`src/rtl/mem_access_stage.sv`:
```
// MEM-stage load/store unit: turns EX/MEM load/store controls into a req/gnt/rvalid bus access.
// Optional macro MISALIGN_TRAP_EN flags misaligned H/W accesses instead of issuing them.
module mem_access_stage #(
  parameter int unsigned TIMEOUT_CYCLES = 255
) (
  input  logic        clk,
  input  logic        reset,
  input  logic        mem_read_in,
  input  logic        mem_write_in,
  input  logic [2:0]  mask_in,
  input  logic [31:0] alu_result_in,
  input  logic [31:0] write_data_in,
  output logic        dbus_req_o,
  output logic        dbus_we_o,
  output logic [31:0] dbus_addr_o,
  output logic [3:0]  dbus_be_o,
  output logic [31:0] dbus_wdata_o,
  input  logic        dbus_gnt_i,
  input  logic        dbus_rvalid_i,
  input  logic [31:0] dbus_rdata_i,
  output logic [31:0] load_data_out,
  output logic        mem_stall_out,
  output logic        bus_err_out,
  output logic        misalign_out
);

  localparam int unsigned CntW = (TIMEOUT_CYCLES > 1) ? $clog2(TIMEOUT_CYCLES + 1) : 1;

  typedef enum logic [1:0] {StIdle, StReq, StWait, StDone} state_e;

  state_e          state_q, state_d;
  logic [CntW-1:0] wait_cnt_q, wait_cnt_d;
  logic [31:0]     load_data_q, load_data_d;
  logic            bus_err_q, bus_err_d;

  logic        access, is_load, is_store;
  logic        size_byte, size_half, load_unsigned;
  logic [1:0]  off;
  logic        misalign;
  logic        timeout_hit;
  logic [3:0]  be;
  logic [31:0] wdata;
  logic [7:0]  load_byte;
  logic [15:0] load_half;
  logic [31:0] load_fmt;

  // A simultaneous read and write is treated as a read.
  assign access        = mem_read_in | mem_write_in;
  assign is_load       = mem_read_in;
  assign is_store      = mem_write_in & ~mem_read_in;
  assign off           = alu_result_in[1:0];
  assign size_byte     = (mask_in[1:0] == 2'b00);
  assign size_half     = (mask_in[1:0] == 2'b01);
  assign load_unsigned = mask_in[2];

`ifdef MISALIGN_TRAP_EN
  assign misalign = access & ((size_half & off[0]) | (~size_byte & ~size_half & (off != 2'b00)));
`else
  assign misalign = 1'b0;
`endif

  // Fires on the last permitted WAIT cycle; TIMEOUT_CYCLES == 0 disables it.
  assign timeout_hit = (TIMEOUT_CYCLES != 0) &&
                       ((32'(wait_cnt_q) + 32'd1) == TIMEOUT_CYCLES);

  always_comb begin
    be    = 4'b1111;
    wdata = write_data_in;
    if (size_byte) begin
      be    = 4'b0001 << off;
      wdata = {4{write_data_in[7:0]}};
    end else if (size_half) begin
      be    = off[1] ? 4'b1100 : 4'b0011;
      wdata = {2{write_data_in[15:0]}};
    end
    if (!access) begin
      be = 4'b0000;
    end
  end

  always_comb begin
    unique case (off)
      2'd0:    load_byte = dbus_rdata_i[7:0];
      2'd1:    load_byte = dbus_rdata_i[15:8];
      2'd2:    load_byte = dbus_rdata_i[23:16];
      default: load_byte = dbus_rdata_i[31:24];
    endcase
    load_half = off[1] ? dbus_rdata_i[31:16] : dbus_rdata_i[15:0];
    if (size_byte) begin
      load_fmt = {{24{load_byte[7] & ~load_unsigned}}, load_byte};
    end else if (size_half) begin
      load_fmt = {{16{load_half[15] & ~load_unsigned}}, load_half};
    end else begin
      load_fmt = dbus_rdata_i;
    end
  end

  always_comb begin
    state_d       = state_q;
    wait_cnt_d    = '0;
    load_data_d   = load_data_q;
    bus_err_d     = 1'b0;
    dbus_req_o    = 1'b0;
    mem_stall_out = 1'b0;
    misalign_out  = 1'b0;

    unique case (state_q)
      StIdle: begin
        if (misalign) begin
          misalign_out = 1'b1;
          load_data_d  = '0;
        end else if (access) begin
          dbus_req_o    = 1'b1;
          // A store granted immediately retires without stalling.
          mem_stall_out = ~(is_store & dbus_gnt_i);
          if (dbus_gnt_i) begin
            state_d = is_load ? StWait : StIdle;
          end else begin
            state_d = StReq;
          end
        end
      end
      StReq: begin
        dbus_req_o    = 1'b1;
        mem_stall_out = 1'b1;
        if (dbus_gnt_i) begin
          state_d = is_load ? StWait : StDone;
        end
      end
      StWait: begin
        mem_stall_out = 1'b1;
        wait_cnt_d    = wait_cnt_q + CntW'(1);
        if (dbus_rvalid_i) begin
          load_data_d = load_fmt;
          state_d     = StDone;
        end else if (timeout_hit) begin
          load_data_d = '0;
          bus_err_d   = 1'b1;
          state_d     = StDone;
        end
      end
      StDone: begin
        state_d = StIdle;
      end
      default: begin
        state_d = StIdle;
      end
    endcase

    if (!reset) begin
      dbus_req_o    = 1'b0;
      mem_stall_out = 1'b0;
      misalign_out  = 1'b0;
    end
  end

  always_ff @(posedge clk) begin
    if (!reset) begin
      state_q     <= StIdle;
      wait_cnt_q  <= '0;
      load_data_q <= '0;
      bus_err_q   <= 1'b0;
    end else begin
      state_q     <= state_d;
      wait_cnt_q  <= wait_cnt_d;
      load_data_q <= load_data_d;
      bus_err_q   <= bus_err_d;
    end
  end

  assign dbus_we_o     = is_store;
  assign dbus_addr_o   = {alu_result_in[31:2], 2'b00};
  assign dbus_be_o     = be;
  assign dbus_wdata_o  = wdata;
  assign load_data_out = load_data_q;
  assign bus_err_out   = bus_err_q;

endmodule

```
`config.mk`:
```
export PLATFORM = sky130hd
export DESIGN_NAME = mem_access_stage
export DESIGN_NICKNAME = d
export VERILOG_FILES = /design/src/rtl/mem_access_stage.sv
export SDC_FILE = /design/constraint.sdc
export NUM_CORES = 1
export LEC_CHECK = 0
export CORE_MARGIN = 2
export CORE_UTILIZATION = 30
export DETAILED_ROUTE_END_ITERATION = 6
export HOLD_SLACK_MARGIN = 0.15
export PLACE_DENSITY = 0.67
export SLEW_MARGIN = 10
export SYNTH_ARGS = -nofsm -noshare
export SYNTH_HDL_FRONTEND = slang
export SYNTH_SLANG_ARGS = --single-unit
```
`constraint.sdc`:
```
create_clock -name clk -period 2.39 [get_ports clk]
set_clock_uncertainty 0.2 [all_clocks]
set_input_delay 0.478 -clock clk [delete_from_list [all_inputs] [get_ports clk]]
set_output_delay 0.478 -clock clk [all_outputs]
set_load 0.1 [all_outputs]
```
Yosys cells after proc, flatten, opt, wreduce, memory -nomap -nowiden:

Cells that the tools add are included.
W data, S select, Z words.

* shifts and indexed selects: 1
* mux-type cells: 27
* $add $sub $neg: 2
* bitwise logic cells: 10
* equal/unequal tests: 10
* reductions and logical operators: 9

Operators with widths (number)
* $mux W32: 6
* $pmux W8 S3: 1
* $mux W16: 1
* $mux W4: 4
* $mux W2: 6
* $add A8 B1 Y9 const B: 1
* $eq A9 B8 Y1 const B: 1
* $add A8 B1 Y8 const B: 1
* $pmux W2 S4: 1
* $eq A2 B1 Y1 const B: 3
* $eq A2 B2 Y1 const B: 3
* $logic_not A2 Y1: 3
* $mux W1: 6
* $not A1 Y1: 5
* $and A1 B1 Y1: 4
* $ne A2 B2 Y1 const B: 2
* $pmux W1 S2: 2
* $reduce_and A2 Y1: 2
* $shl A1 B2 Y4 const A: 1
* $ne A3 B3 Y1 const B: 1
* $reduce_and A3 Y1: 1
* $reduce_or A3 Y1: 1
* $reduce_bool A2 Y1: 1
* $reduce_or A2 Y1: 1
* $or A1 B1 Y1: 1

* output and inout port bits: 105
* input bits: 105
* bits in registers: 43

Depth between registers and ports, before layout:

Gate-level depths: netlist (run 1).

* depth in word-level cells: 7
* gate-level depth with buffers: 9
* depth with buffers taken out: 7

Worst setup path after synthesis (run 1):

No wires, ideal clock.

* kind: input -> output
* start point: input port mask_in[0]
* end point: output port dbus_wdata_o[24]
* data arrival time: 3.268 ns
* setup slack: -1.556 ns
* data required time: 1.712 ns
* cell stages on the path: 4
* path buffers: 2
* cell sequence: buf_4 buf_1 mux2i_1 o21ai_0

* longest elaborated chain between the ends: 3

RTL lines
* start: declaration: RTL line 10 `input logic [2:0] mask_in,`
* $eq A2 B1 Y1: RTL line 53 `assign size_half = (mask_in[1:0] == 2'b01);`
* $mux W32: RTL line 72 `end else if (size_half) begin`
* $mux W32 (*): RTL line 69 `if (size_byte) begin`
* end: declaration: RTL line 17 `output logic [31:0] dbus_wdata_o,`

Mark *: on every way between the ends. The rest lies on a longest branch, timed or not.

Worst setup path after layout (run 1):

* start point: input port alu_result_in[0]
* end point: output port dbus_be_o[3]

* longest elaborated chain between the ends: 3

RTL lines
* start: declaration: RTL line 11 `input logic [31:0] alu_result_in,`
* $shl A1 B2 Y4: RTL line 70 `be = 4'b0001 << off;`
* $mux W4: RTL line 69
* $mux W4: RTL line 76 `if (!access) begin`
* end: declaration: RTL line 16 `output logic [3:0] dbus_be_o,`

No other way between the ends.

==> results of run 1 <==
==> sequential cells by signal, summed over array words and instances, names as in the netlist <==
signal	flops
bus_err_out	1
load_data_out	32
state_q	2
wait_cnt_q	8
==> layer usage <==
metal	vias to the layer above	wire length, µm	track usage (%)
met3	32	1002	3.280
met5	-	0	0
met1	1779	4750	22.84
met2	196	6057	32.76
li1	1815	-	-
met4	0	292	5.667
==> critical path: stages <==
cell	delay (ns)
dlygate4sd2_1	0.31
buf_4	0.21
o21ai_0	0.11
buf_4	0.17
a21oi_4	0.15
buf_12	0.19
==> how the worst min path moves through the flow <==
| stage | from | endpoint | cells after the start |
|---|---|---|---|
| 3_5_place_dp | load_data_out[12] | load_data_out[12] | 2 |
| 3_3_place_gp | load_data_out[12] | load_data_out[12] | 2 |
| 2_1_floorplan | wait_cnt_q[0] | wait_cnt_q[0] | 1 |
| 6_report | load_data_out[12] | load_data_out[12] | 2 |
| 5_1_grt | load_data_out[14] | load_data_out[14] | 2 |
| 4_1_cts | load_data_out[12] | load_data_out[12] | 2 |
==> metrics by stage <==
step | instance area (µm²) | setup slack, ns | instances | TNS, ns | power (µW)
floorplan | 3647 | -0.1341 | 453 | -0.1538 | 2822
global placement | 5477 | -0.2964 | 707 | -7.977 | 3325
detailed placement | 5477 | -0.3379 | 707 | -9.034 | 3355
CTS | 5617 | 0.02331 | 715 | 0 | 4026
global route | 5644 | -0.02552 | 715 | -0.02552 | 4185
finish | 5644 | 0.08555 | 715 | 0 | 4041
==> power groups by stage <==
stage / registers (µW) / logic, µW / clock network, µW
after floorplan: 1550 / 1280 / 0
after detailed placement: 932 / 2420 / 0
after global routing: 931 / 2540 / 714
after CTS: 918 / 2420 / 684
after global placement: 928 / 2400 / 0
final: 919 / 2440 / 681
==> area by class of cell <==
class | count | share of cell area (%)
clock buffers | 6 | 2.283
multi-input cells | 317 | 40.28
repair buffers | 184 | 37.46
well taps | 143 | 3.170
clock inverters | 2 | 0.2217
inverters | 20 | 1.330
flip-flops and latches | 43 | 15.25
==> logic make-up (layout without fill, tap and decap cells) <==
kind of cell               after synthesis  after routing  synth area share [%]
other                                    1              3                0.1095
and+or+nand+nor                        144            144                 18.77
AOI/OAI and AO/OA                      132            132                 25.75
DFF                                     43             43                 25.13
buffers and inverters                   93            212                 15.63
adders and majority gates                6              6                 2.191
xor gates and xnor gates                 5              5                 1.278
muxes                                   27             27                 11.14
==> cells in the final DEF (no fill, tap or decap), types with 3 or more instances in the layout <==
| cell type | netlist | layout |
|---|---|---|
| clkdlybuf4s50_1 | 0 | 68 |
| nand2_1 | 74 | 66 |
| buf_4 | 44 | 65 |
| buf_12 | 0 | 45 |
| dfxtp_1 | 43 | 43 |
| o21ai_0 | 45 | 37 |
| nand3_1 | 28 | 28 |
| o211ai_1 | 24 | 24 |
| nor2_1 | 23 | 20 |
| inv_1 | 19 | 19 |
| o22ai_1 | 14 | 14 |
| mux2i_1 | 10 | 10 |
| mux2_2 | 9 | 9 |
| nand2_4 | 0 | 8 |
| mux4_2 | 8 | 8 |
| a31oi_1 | 8 | 8 |
| o21ai_4 | 0 | 7 |
| a21oi_1 | 11 | 7 |
| a221oi_1 | 7 | 7 |
| ha_1 | 6 | 5 |
| clkbuf_16 | 0 | 5 |
| nand2b_1 | 4 | 4 |
| a21oi_4 | 1 | 4 |
| xor2_1 | 4 | 4 |
| o21ai_2 | 2 | 3 |
| nand3b_1 | 3 | 3 |
| a2111oi_1 | 0 | 3 |
| conb_1 | 1 | 3 |
==> what timing repair did <==
item,in CTS,in global routing
gates resized for setup,4,11
hold endpoints to repair,0,0
hold buffers,0,0
setup endpoints to repair,22,17
cloned,0,0
==> flow_metrics.py, run 1 <==
metrics = {
    "pwr": {
        "pwr-share-clk_pct": 16.9,
        "power_frac_seq_pct": 22.7,
        "power_density_mw_per_mm2": 715.9,
        "power.switching_uw": 2073,
        "p_comb_share_pct": 60.4,
        "p_sw_share_pct": 51.31,
        "internal_power_uw": 1968,
        "leakage_uw": 0.002180,
        "ir_drop_uv": 397.5,
    },
    "clock_network": {
        "cts.sinks": 43,
        "post_cts.repair.setup_buffers": 0,
        "cts_buffers": 5,
        "htreeDepth": 2,
        "cts_buffer_depth": 2,
        "cts_root_buf": "clkbuf_16",
        "clk_latency_ns": 0.29,
        "path_clk_slew_ns": 0.07,
        "cts_tree": "yes",
    },
    "routing": {
        "dr_total_vias": 3822,
        "vias_per_cell": 5.345,
        "ant_nets": 0,
        "drt-pass1-iter-count": 6,
        "drt_wl_total_um": 12100,
        "drc": 0,
        "wire_per_inst_um": 16.93,
        "drtIter0Drc": 353,
    },
    "synth": {
        "netlist_area_mm2": 0.003426,
        "synthTopCellsByCount": "nand2_1 (74), o21ai_0 (45), buf_4 (44)",
        "synth_edf_count": 0,
        "synth_async_sr_flop_share_pct": 0,
        "syn_inst": 451,
        "yosysTopAreaCellShare_pct": 25.13,
        "synth_ff_type": "dfxtp_1",
        "yosysMostFrequentCell": "nand2_1",
        "yosys.area.top_type": "dfxtp_1",
        "ys_ff_latch": 43,
        "synth_cell_type_count": 50,
        "synth_top_cells_by_area": "dfxtp_1 (25%), buf_4 (9.6%), nand2_1 (8.1%)",
        "yosys_warnings": 0,
        "synth.yosys.seq_area_share_pct": 25.13,
        "syn_avg_cell_area_um2": 7.596,
    },
    "finish": {
        "fillers": 1052,
        "area_growth_pct": 64.76,
        "finish.utilization_pct": 50.07,
        "drive_gt1_share_pct": 30.77,
        "seqCellArea_um2": 860.8,
        "antenna_cells": 0,
        "multiInputGateArea_mm2": 0.002273,
        "nNetsFinal": 682,
    },
    "critical_path": {
        "critical_path.endpoint_type": "output pin",
        "setup.worst_path.start": "alu_result_in[0]",
        "r2r_start": "state_q[0]",
        "critPathLaunchType": "primary input",
        "worst-setup-path-type": "primary input to output pin",
        "r2r_cells": 7,
        "crit_fanout": 7,
        "critPathArrivalTime_ns": 1.63,
        "endpoint": "dbus_be_o[3]",
        "reg2reg_to": "load_data_out[19]",
        "critPathRequiredTime_ns": 1.71,
        "rrSetupSlack_ns": 0.18,
    },
    "status": {
        "status": "completed",
    },
    "sta": {
        "drv_slew": 0,
        "fin_crit_sh_pct": 96.42,
        "fmax_mhz": 433.9,
        "min_period_ns": 2.304,
        "holdWs_ns": 0.2834,
        "final-setup-viol-count": 0,
        "hold_viol": 0,
    },
    "global_routing": {
        "track_usage_pct": 18.50,
        "grt_pass1_vias": 3557,
        "gr-total-overflow": 0,
        "grt_pass1_wl_um": 18730,
        "grt_max_degree": 49,
        "antenna_found_initial": 0,
    },
    "floorplanning": {
        "start_util_pct": 30.39,
        "dieHeight_um": 110.9,
        "die_w_um": 110.9,
        "io_pins": 210,
        "dieArea_mm2": 0.01229,
        "core_mm2": 0.01127,
        "num_rows": 39,
    },
    "min_path": {
        "hold_class": "flip-flop to flip-flop",
    },
    "place": {
        "dp_hpwl_um": 9653,
        "gp_congestion": 0.9233,
        "port_buffers": 146,
    },
    "flow_run": {
        "drv_cap": 0,
    },
}
Power figures use the tool's default switching activity.
==> run 2: changes to the inputs <==
--- a/config.mk
+++ b/config.mk
@@ -5,11 +5,12 @@
 export SDC_FILE = /design/constraint.sdc
 export NUM_CORES = 1
 export LEC_CHECK = 0
+export CAP_MARGIN = 20
 export CORE_MARGIN = 2
-export CORE_UTILIZATION = 30
+export CORE_UTILIZATION = 38
 export DETAILED_ROUTE_END_ITERATION = 6
 export HOLD_SLACK_MARGIN = 0.15
-export PLACE_DENSITY = 0.67
+export PLACE_DENSITY = 0.82
 export SLEW_MARGIN = 10
 export SYNTH_ARGS = -nofsm -noshare
 export SYNTH_HDL_FRONTEND = slang
==> flow_metrics.py, run 2 (synthesized netlist as in run 1, its figures left out) <==
metrics = {
    "status": {
        "status": "completed",
    },
    "clock_network": {
        "cts_buffer_depth": 2,
        "cts.sinks": 43,
        "clk_latency_ns": 0.31,
        "path_clk_slew_ns": 0.09,
        "cts_tree": "yes",
        "cts_buffers": 5,
        "cts_root_buf": "clkbuf_8",
        "htreeDepth": 2,
    },
    "sta": {
        "fin_crit_sh_pct": 98.97,
        "hold_viol": 0,
        "holdWs_ns": 0.2945,
        "fmax_mhz": 422.8,
        "worst_pin_slew_ns": 0.5873,
        "rsz0062_at_grt": "true",
        "final-setup-viol-count": 0,
        "final.setup.tns_ns": 0,
        "min_period_ns": 2.365,
        "drv_slew": 0,
        "relSlewSlack_pct": 59.84,
    },
    "critical_path": {
        "path_delay_family": "buffers and inverters",
        "critical_path.endpoint_type": "output pin",
        "rrSetupSlack_ns": 0.16,
        "max_stage_delay_ns": 0.49,
        "path_buf_inv": 3,
        "critPathArrivalTime_ns": 1.69,
        "r2r_start": "state_q[0]",
        "r2r_cells": 6,
        "cpMaxStageDelayCell": "clkdlybuf4s50_1",
        "worstPathCellList": "clkdlybuf4s50_1, inv_1, a21o_1, a21oi_1, nor3_4, buf_12",
        "crit_fanout": 2,
        "critPathLaunchType": "primary input",
        "worst-setup-path-type": "primary input to output pin",
        "critPathRequiredTime_ns": 1.71,
        "reg2reg_to": "load_data_out[27]",
    },
    "global_routing": {
        "gr-total-overflow": 0,
        "track_usage_pct": 23.25,
        "grt_max_degree": 48,
        "grt_pass1_wl_um": 18400,
        "grt_pass1_vias": 3805,
        "antenna_found_initial": 0,
    },
    "finish": {
        "finish.utilization_pct": 63.90,
        "drive_gt1_share_pct": 31.01,
        "final_cells": 682,
        "final_common_cell": "buf_4",
        "nNetsFinal": 684,
        "antenna_cells": 0,
        "area_growth_pct": 62.67,
        "largest_reg_flops": 32,
        "most-common-layout-cells": "buf_4 (69), clkdlybuf4s50_1 (68), nand2_1 (66), dfxtp_1 (43), buf_12 (43)",
        "fillers": 721,
    },
    "flow_run": {
        "drv_cap": 0,
    },
    "routing": {
        "dr_total_vias": 3905,
        "drt_wl_total_um": 11940,
        "drtIter0Drc": 309,
        "drt-pass1-iter-count": 5,
        "vias_per_cell": 5.726,
        "wire_per_inst_um": 17.51,
        "drc": 0,
        "ant_nets": 0,
    },
    "floorplanning": {
        "num_rows": 34,
        "dieArea_mm2": 0.009791,
        "die_w_um": 98.95,
        "core_mm2": 0.008721,
        "dieHeight_um": 98.95,
        "io_pins": 210,
        "start_util_pct": 39.28,
    },
    "pwr": {
        "internal_power_uw": 1998,
        "power_frac_seq_pct": 22.6,
        "power.switching_uw": 2065,
        "power_density_mw_per_mm2": 729.1,
        "p_sw_share_pct": 50.82,
        "leakage_uw": 0.002188,
        "pwr-share-clk_pct": 17.7,
        "p_comb_share_pct": 59.7,
        "ir_drop_uv": 436.8,
        "p_total_uw": 4063,
    },
    "place": {
        "dp_hpwl_um": 9587,
        "gp_congestion": 0.9249,
        "port_buffers": 146,
        "placed_cells": 673,
    },
    "min_path": {
        "hold_class": "primary input to flip-flop",
        "hold_path_end": "state_q[0]",
        "hold_depth": 3,
        "hold_start": "reset",
    },
}
run 2: cell count changes in the layout (fill, tap and decap cells not counted), moves of 2 or more:
cell       before  now
a2111oi_0       1    4
buf_4          65   69
buf_12         45   43
clkbuf_16       5    0
bufinv_16       0    2
clkbuf_8        0    5
a2111oi_1       3    1
run 2: worst register-to-register path, stage by stage (launching register included):
cell and delay, ns:
dfxtp_1 0.35, inv_1 0.10, ha_1 0.30, nand3_1 0.27
o2bb2ai_2 0.53, o21ai_0 0.23, o211ai_1 0.16
run 2: layout make-up:
| cell class | instances | area, µm² | share of cell area (%) |
|---|---|---|---|
| Clock buffer | 5 | 68.82 | 1.235 |
| Clock inverter | 3 | 71.32 | 1.280 |
| Inverter | 20 | 75.07 | 1.347 |
| Multi-Input combinational cell | 317 | 2253 | 40.44 |
| Sequential cell | 43 | 860.8 | 15.45 |
| Tap cell | 108 | 135.1 | 2.425 |
| Timing Repair Buffer | 186 | 2108 | 37.83 |
run 2: how the worst max path moves through the flow:
stage,from,endpoint,cells after the start
floorplan,mask_in[1],dbus_wdata_o[24],3
global placement,mask_in[0],load_data_out[12],7
detailed placement,alu_result_in[0],load_data_out[13],6
CTS,alu_result_in[0],dbus_be_o[2],5
global route,dbus_gnt_i,mem_stall_out,6
finish,dbus_gnt_i,mem_stall_out,6
run 2: routing by layer:
metal / global-route usage [%] / routed length, µm / vias up
met3: 4.894 / 935 / 54
met5: 0 / 0 / -
li1: - / - / 1819
met1: 26.31 / 4519 / 1806
met4: 11.06 / 447 / 0
met2: 41.42 / 6039 / 226
run 2: through the flow:
| step | worst slack (ns) | instance area, µm² |
|---|---|---|
| after global routing | -0.02082 | 5573 |
| after CTS | 0.01695 | 5559 |
| after floorplan | -0.1341 | 3647 |
| after detailed placement | -0.2786 | 5415 |
| after global placement | -0.2841 | 5415 |
| final | 0.02456 | 5573 |
run 2: power by group through the flow:
stage / Combinational [µW] / Clock (µW) / Sequential, µW
5_1_grt: 2520 / 751 / 932
6_report: 2420 / 720 / 918
3_5_place_dp: 2420 / 0 / 932
4_1_cts: 2430 / 727 / 916
3_3_place_gp: 2390 / 0 / 923
2_1_floorplan: 1280 / 0 / 1550
run 2: repair_timing:
item / in CTS / in global routing
pin swaps: 0 / 1
resized for setup: 4 / 6
buffers inserted: 0 / 1
setup endpoints to repair: 21 / 23
hold buffers: 0 / 0
